==> config.mk <==
export PLATFORM = sky130hd
export DESIGN_NAME = mux2_arbiter
export DESIGN_NICKNAME = d
export VERILOG_FILES = /design/src/rtl/mux2_arbiter.sv
export SDC_FILE = /design/constraint.sdc
export NUM_CORES = 1
export LEC_CHECK = 0
export ABC_AREA = 1
export BUFFER_PORTS_ARGS = -buffer_cell sky130_fd_sc_hd__buf_4
export CAP_MARGIN = 20
export CORE_ASPECT_RATIO = 1.2
export CORE_MARGIN = 3
export CORE_UTILIZATION = 44
export DETAILED_ROUTE_END_ITERATION = 16
export HOLD_SLACK_MARGIN = 0.15
export PLACE_DENSITY = 0.82
export SYNTH_ARGS = -nofsm -noshare
export SYNTH_HDL_FRONTEND = slang
export SYNTH_SLANG_ARGS = --single-unit
==> constraint.sdc <==
create_clock -name Clk -period 1.7 [get_ports Clk]
set_clock_uncertainty 0.1 [all_clocks]
set_input_delay 0.085 -clock Clk [delete_from_list [all_inputs] [get_ports Clk]]
set_output_delay 0.085 -clock Clk [all_outputs]
set_load 0.05 [all_outputs]
==> src/rtl/mux2_arbiter.sv <==
// Two-requester arbiter that feeds a one-entry registered output stage.
// Ties between the requesters are broken by a pointer that moves to the other side after every transfer.
module mux2_arbiter #(
  parameter int DATAWIDTH = 16
) (
  input  logic                 Clk,
  input  logic                 Rst,
  input  logic                 a_valid,
  input  logic [DATAWIDTH-1:0] a_data,
  output logic                 a_ready,
  input  logic                 b_valid,
  input  logic [DATAWIDTH-1:0] b_data,
  output logic                 b_ready,
  output logic                 sel,
  output logic [DATAWIDTH-1:0] d,
  output logic                 d_valid,
  input  logic                 d_ready,
  output logic                 d_src
);

  logic [DATAWIDTH-1:0] d_q, d_d;
  logic                 d_valid_q, d_valid_d;
  logic                 d_src_q, d_src_d;
  logic                 prio_q, prio_d;

  logic load;
  logic grant_a;
  logic grant_b;
  logic xfer;

  // The grant depends only on the valids and the pointer; load only gates the ready outputs.
  always_comb begin
    load    = !d_valid_q || d_ready;
    grant_a = a_valid && (!b_valid || prio_q);
    grant_b = b_valid && !grant_a;
    a_ready = Rst && load && grant_a;
    b_ready = Rst && load && grant_b;
    xfer    = a_ready || b_ready;
    sel     = (a_valid || b_valid) ? grant_a : prio_q;
  end

  always_comb begin
    d_d       = d_q;
    d_src_d   = d_src_q;
    d_valid_d = d_valid_q;
    prio_d    = prio_q;
    if (xfer) begin
      d_d       = sel ? a_data : b_data;
      d_src_d   = sel;
      d_valid_d = 1'b1;
      prio_d    = !sel;
    end else if (d_ready) begin
      d_valid_d = 1'b0;
    end
  end

  always_ff @(posedge Clk) begin
    if (!Rst) begin
      d_q       <= '0;
      d_src_q   <= 1'b0;
      d_valid_q <= 1'b0;
      prio_q    <= 1'b1;
    end else begin
      d_q       <= d_d;
      d_src_q   <= d_src_d;
      d_valid_q <= d_valid_d;
      prio_q    <= prio_d;
    end
  end

  assign d       = d_q;
  assign d_src   = d_src_q;
  assign d_valid = d_valid_q;

endmodule

; ---- Yosys cells after proc, flatten, opt, wreduce, memory -nomap -nowiden
; Cells that the tools add are included.
[totals]
regBits = 19
input_bits = 37
word_cells = 22
[classes]
n_mux = 4
n_reduce_logical = 14
[ops]
columns = operator, count
row1 = $mux W16, 1
row2 = $logic_and A1 B1 Y1, 5
row3 = $logic_not A1 Y1, 4
row4 = $logic_or A1 B1 Y1, 4
row5 = $mux W1, 3
row6 = $reduce_bool A2 Y1, 1

; ---- Depth between registers and ports, before layout
; Gate-level depths: netlist of run 1.
[logic_depth]
word_depth = 8
mapped_depth = 9

; ---- Worst setup path after synthesis of run 1
; Ideal clock, no wire load.
[synth_path]
path_type = register -> output
startpoint = register d_valid_q (netlist: d_valid)
endpoint = output port b_ready
arrival_ns = 1.642
path_slack_ns = -0.127
stages_incl_launch_ff = 5
n_path_buf = 1
path_cell_list = dfxtp_1 nand2_1 nand3_2 buf_2 nor2_1
[synth_between]
elab_chain_cells = 4
[synth_lines]
columns = item, line
row1 = "start, declared", 22  ; logic d_valid_q, d_valid_d;
row2 = "start signal, assigned", 66  ; d_valid_q <= d_valid_d;
row3 = $logic_not A1 Y1, 33  ; load = !d_valid_q || d_ready;
row4 = $logic_or A1 B1 Y1, 33
row5 = $logic_and A1 B1 Y1 (2 in series), 37  ; b_ready = Rst && load && grant_b;
row6 = "end, declared", 13  ; output logic b_ready,
; No other way between the ends.

; ---- Final worst setup path of run 1
[layout_path]
startpoint = register prio_q
endpoint = register d_q[11] (netlist: d[11])
[layout_between]
elab_chain_cells = 6
elab_cells_between_ends = 9
classes_between = mux (2) / reduce/logical (7)
[layout_lines]
columns = item, line
row1 = "start, declared", 24  ; logic prio_q, prio_d;
row2 = "start signal, assigned", 67  ; prio_q <= prio_d;
row3 = $logic_or A1 B1 Y1, 34  ; grant_a = a_valid && (!b_valid || prio_q);
row4 = $logic_and A1 B1 Y1, 34
row5 = $logic_not A1 Y1, 35  ; grant_b = b_valid && !grant_a;
row6 = $logic_and A1 B1 Y1, 35
row7 = $logic_and A1 B1 Y1, 37
row8 = $logic_or A1 B1 Y1, 38  ; xfer = a_ready || b_ready;
row9 = "end signal, assigned", 59  ; d_q <= '0;
row10 = "end signal, assigned", 64  ; d_q <= d_d;
row11 = "end, declared", 21  ; logic [DATAWIDTH-1:0] d_q, d_d;
; Several ways; a longest one is shown, not always the timed one.
; A chain may end at the register's enable or synchronous reset.

==> results of run 1 <==
synthesized netlist by cell type:
library cell  instances  area, um2
nand3_2               1      10.01
dfxtp_1              19      380.4
o21ai_2               1      8.760
nor2_1               33      123.9
nand3_1              18      90.09
a21oi_1               2      10.01
a21oi_2               1      8.760
inv_1                23      86.33
buf_6                 2      22.52
nand2_2               2      12.51
nand2_1              71      266.5
clkbuf_8              1      13.76
nand2_4               1      11.26
clkbuf_1              1      3.750
buf_2                 3      15.01
layout make-up:
cell class	instances	area share (%)
clock buffer	3	1.177
timing repair buffer	96	42.25
multi-input combinational	130	29.95
tap	30	1.962
sequential	19	19.88
inverter	23	4.513
clock inverter	1	0.2616
cells by family after synthesis:
group / after synthesis / share of synthesized area [%]
buffers and inverters: 30 / 13.29
flip-flops: 19 / 35.76
AO/OA/AOI/OAI: 4 / 2.589
AND/OR/NAND/NOR: 126 / 48.35
power by group:
part           switching [mW]  leakage (nW)  internal, mW
Clock                   0.153        0.0177        0.0875
Combinational           0.422         0.878         0.254
Sequential             0.0280         0.158         0.491
Total                   0.603          1.05         0.833
how the worst min path moves through the flow:
stage                          start                    to  slack, ns  depth (start not counted)
after floorplan                  Rst  d_valid$_SDFFE_PN0P_       0.12                          2
after global placement    a_data[13]    d[13]$_SDFFE_PN0P_       0.29                          5
after detailed placement   a_data[1]     d[1]$_SDFFE_PN0P_       0.30                          5
after CTS                    b_valid    d_src$_SDFFE_PN0P_       0.21                          4
after global routing             Rst    d_src$_SDFFE_PN0P_       0.23                          4
final                            Rst    d_src$_SDFFE_PN0P_       0.19                          4
metal layers:
| layer | wire length, um | track usage [%] | vias up |
|---|---|---|---|
| met5 | 0 | 0 | - |
| met4 | 323 | 16.15 | 0 |
| met3 | 569 | 5.736 | 40 |
| met2 | 2448 | 60.45 | 147 |
| met1 | 1764 | 36.50 | 747 |
| li1 | - | - | 719 |
worst max-delay path: stages (launching register included):
cell and delay [ns]:
dfxtp_1 0.35, inv_1 0.16, a21oi_4 0.11, o21ai_2 0.58, nor2_1 0.17, nor2_1 0.20
sequential cells by signal, summed over array words and instances (netlist names):
register,cells
d_valid,1
d,16
prio_q,1
d_src,1
timing repair:
item,in CTS,in global routing
setup buffers,0,4
cloned,0,0
endpoints found under the setup margin,1,5
gates resized for setup,1,4
pin swaps,0,1
endpoints found under the hold margin,19,0
hold buffers,35,0
==> metrics.yaml, run 1 <==
run_status: "finished, violations left"
failed_checks: "negative setup slack"
cts_max_path_buffers: 2
io_buffers: 57
grt_max_degree: 20
grt_util_all_layers_pct: 32.95
ios: 58
dieWidth_um: 50.88
dpl.cell_count: 259
whs_ns: 0.1923
cts_root_buf: "clkbuf_4"
min_path_type: "in2reg"
reg2reg_to: "d[11]$_SDFFE_PN0P_"
reg2reg_depth: 5
n_fill_cell: 113
min_period_over_period_pct: 102.8
detail_route.vias_per_cell: 5.474
timing_worst_slew_pin_value_ns: 0.7242
dpl.hpwl_um: 2097
clk_pin_slew_worst_paths_ns: 0.12
multi_input_area_um2: 573.1
synthCells: 179
final-seq-area_um2: 380.4
area_delta_synth_final_pct: 79.88
yosysWarnings: 0
synth_cell_type_count: 15
endpoint_kind: "flip-flop"
diodes: 0
fin_cells: 302
cts.sink_count: 19
setup_tns_ns: -0.04715
synth.avg_cell_area_um2: 5.941
relSlewSlack_pct: 51.71
slew_viol_final: 0
placed_area_um2: 1476
endpoint: "d[11]$_SDFFE_PN0P_"
timing.final.ws_setup_ns: -0.04715
finish.instance_area_um2: 1913
wl_per_cell_um: 16.91
via_count: 1653
drt_iter0_drc: 112
cts_made_buffers: 3
wirelength_um: 5106
worstSetupStartpoint: "prio_q$_SDFFE_PN1P_"
utilization_pct: 87.57
leakagePower_nw: 1.054
grt_pass1_wl_um: 7383
route.detailed.drc: 0
pre_cts_ws_ns: 0.2744
grt_overflow: 0
power.density_nw_per_um2: 750.3
synth_area_um2: 1064
min_period_ns: 1.747
core_um2: 2185
grt_pass1_vias: 1589
yosysSeqAreaShare_pct: 35.76
synth_nets: 216
rsz0062_at_grt: "yes"
cts_tree: "yes"
mostFrequentLayoutCells: "71 x nand2_1, 61 x buf_4, 35 x dlygate4sd3_1, 32 x nor2_1, 23 x inv_1"
die_y_um: 59.86
setup_viol: 1
critPathKind: "reg2reg"
worstPathRequired_ns: 1.82
maxCapViolations: 0
antenna_found_initial: 0
final_common_cell: "nand2_1"
htree_num_levels: 1
initial_core_util_pct: 48.68
ant_nets: 0
reg2reg_from: "prio_q$_SDFFE_PN1P_"
die-area_um2: 3045
final_layout_size_suffix_gt1_share_pct: 26.84
p_total_mw: 1.435
fmax_ghz: 0.5724
clock_latency_ns: 0.30
reg2reg_slack_ns: -0.05
hold_viol_final: 0
synth_seq_cells: 19
first_pass_iters: 14
ir_drop_uv: 554.5
rows: 18
cp-start-kind: "flip-flop"
place_congestion: 0.7719
worstPathMaxFanout: 17
arrival_ns: 1.87
nets: 310
(Power assumes the default switching activity.)
==> inputs of run 2 (changes only) <==
Settings changed: RECOVER_POWER set to 100.
==> run 2 against run 1 <==
The run still ends with negative setup slack left. Worst hold slack better by 0.038 ns. Sequential share of layout area up 0.77 points. Clock-buffer cell count unchanged. Global-route usage unchanged. Critical path depth unchanged. Clock power down 4%. Total power down 3.3%. Via count down 0.48%. Fmax up 0.80%. Routed wire length unchanged. Flip-flop and latch count unchanged.
==> metrics.yaml, run 2 (synthesized netlist as in run 1, its figures left out) <==
dieWidth_um: 50.88  # unchanged
first_pass_iters: 7  # -7
crit_family: "compound AO/OA/AOI/OAI gates"
wl_met3_um: 517  # -9.1%
drt_iter0_drc: 124  # +11%
hold_viol_final: 0  # unchanged
cts_max_path_buffers: 2  # unchanged
grt_pass1_vias: 1589  # unchanged
failed_checks: "negative setup slack"
dpl.hpwl_um: 2097  # unchanged
ant_nets: 0  # unchanged
leakagePower_nw: 0.9784  # -7.2%
run_status: "finished, violations left"
rsz0062_at_grt: "yes"
crit_buf_inv: 1  # unchanged
fin_cells: 302  # unchanged
io_buffers: 57  # unchanged
ios: 58  # unchanged
clk_pin_slew_worst_paths_ns: 0.11  # about the same
reg2reg_slack_ns: -0.03  # about the same
final_layout_size_suffix_gt1_share_pct: 19.85  # -7.0 points
cp-start-kind: "flip-flop"
crit_chain: "inv_1 > a21oi_4 > o21ai_2 > nor2_1 > nor2_1"
place_congestion: 0.7719  # unchanged
slowest_stage: "o21ai_2"
endpoint: "d[11]$_SDFFE_PN0P_"
mostFrequentLayoutCells: "71 x nand2_1, 42 x buf_4, 35 x dlygate4sd3_1, 32 x nor2_1, 23 x inv_1"
finish.instance_area_um2: 1842  # -3.7%
ir_drop_uv: 535.3  # -3.5%
min_period_ns: 1.733  # -0.01380 ns
via_count: 1645  # -0.48%
arrival_ns: 1.85  # -0.02 ns
fmax_ghz: 0.5769  # +0.80%
crit_cells: 5  # unchanged
wl_per_cell_um: 16.91  # unchanged
htree_num_levels: 1  # unchanged
slew_viol_final: 0  # unchanged
route.met2.wl_um: 2448  # unchanged
core_um2: 2185  # unchanged
route.detailed.drc: 0  # unchanged
relSlewSlack_pct: 52.11  # +0.40 points
cts_tree: "yes"
reg2reg_depth: 5  # unchanged
maxCapViolations: 0  # unchanged
wirelength_um: 5106  # unchanged
reg2reg_to: "d[11]$_SDFFE_PN0P_"
antenna_found_initial: 0  # unchanged
cpPeakStageDelay_ns: 0.58  # about the same
initial_core_util_pct: 48.68  # unchanged
grt_util_all_layers_pct: 32.95  # unchanged
timing_worst_slew_pin_value_ns: 0.7183  # -0.005950 ns
worstPathRequired_ns: 1.81  # about the same
worstSetupStartpoint: "prio_q$_SDFFE_PN1P_"
rows: 18  # unchanged
die_y_um: 59.86  # unchanged
largest_reg_flops: 16  # unchanged
endpoint_kind: "flip-flop"
wl_met1_um: 1843  # +4.5%
reg2reg_from: "prio_q$_SDFFE_PN1P_"
cts_root_buf: "clkbuf_4"
area_delta_synth_final_pct: 73.18
pre_cts_ws_ns: 0.2744  # unchanged
highest_layer: "met4"
critPathMostFrequentCell: "nor2_1"
grt_pass1_wl_um: 7383  # unchanged
cts.sink_count: 19  # unchanged
timing.final.ws_setup_ns: -0.03335  # +0.01380 ns
diodes: 0  # unchanged
clock_latency_ns: 0.29  # about the same
final_common_cell: "nand2_1"
min_period_over_period_pct: 102.0  # -0.81 points
dpl.cell_count: 259  # unchanged
grt_max_degree: 20  # unchanged
utilization_pct: 84.31  # -3.3 points
cts_made_buffers: 3  # unchanged
setup_tns_ns: -0.03335  # +0.01380 ns
whs_ns: 0.2306  # +0.03828 ns
p_total_mw: 1.388  # -3.3%
placed_area_um2: 1476  # unchanged
detail_route.vias_per_cell: 5.447  # -0.48%
min_path_type: "in2reg"
die-area_um2: 3045  # unchanged
grt_overflow: 0  # unchanged
worstPathMaxFanout: 17  # unchanged
power.density_nw_per_um2: 753.5  # +0.43%
critPathKind: "reg2reg"
setup_viol: 1  # unchanged
nets: 310  # unchanged
[run 2: area by class of cell]
type | count | area, um2
Timing Repair Buffer | 96 | 737.0
Multi-Input combinational cell | 130 | 573.1
Sequential cell | 19 | 380.4
Fill cell | 143 | 342.8
Inverter | 23 | 86.33
Tap cell | 30 | 37.54
Clock buffer | 3 | 22.52
Clock inverter | 1 | 5.005
[run 2: routing by layer]
layer  vias to the layer above  track usage, %
met2                       140           60.45
met1                       752           36.50
met4                         0           16.15
li1                        718               -
met3                        35           5.736
met5                         -               0
[run 2: tightest hold or removal path: stages]
cell	delay (ns)
buf_4	0.15
nand3_4	0.21
nand3_1	0.09
nand2_1	0.06
[run 2: how the worst min path moves through the flow]
stage,start,end,slack [ns],depth (start not counted)
global placement,a_data[13],d[13]$_SDFFE_PN0P_,0.29,5
finish,b_valid,d_src$_SDFFE_PN0P_,0.23,4
global route,b_valid,d_src$_SDFFE_PN0P_,0.26,4
floorplan,Rst,d_valid$_SDFFE_PN0P_,0.12,2
CTS,b_valid,d_src$_SDFFE_PN0P_,0.21,4
detailed placement,a_data[1],d[1]$_SDFFE_PN0P_,0.30,5
[run 2: power by group]
part	switching [mW]	internal [mW]
registers	0.0265	0.491
clock network	0.143	0.0873
logic	0.424	0.216
[run 2: repair_timing]
item,4_1_cts,5_1_grt
hold endpoints to repair,19,0
hold buffers,35,0
setup buffers,0,4
pin swaps,0,1
gates resized for setup,1,4
endpoints found under the setup margin,1,5
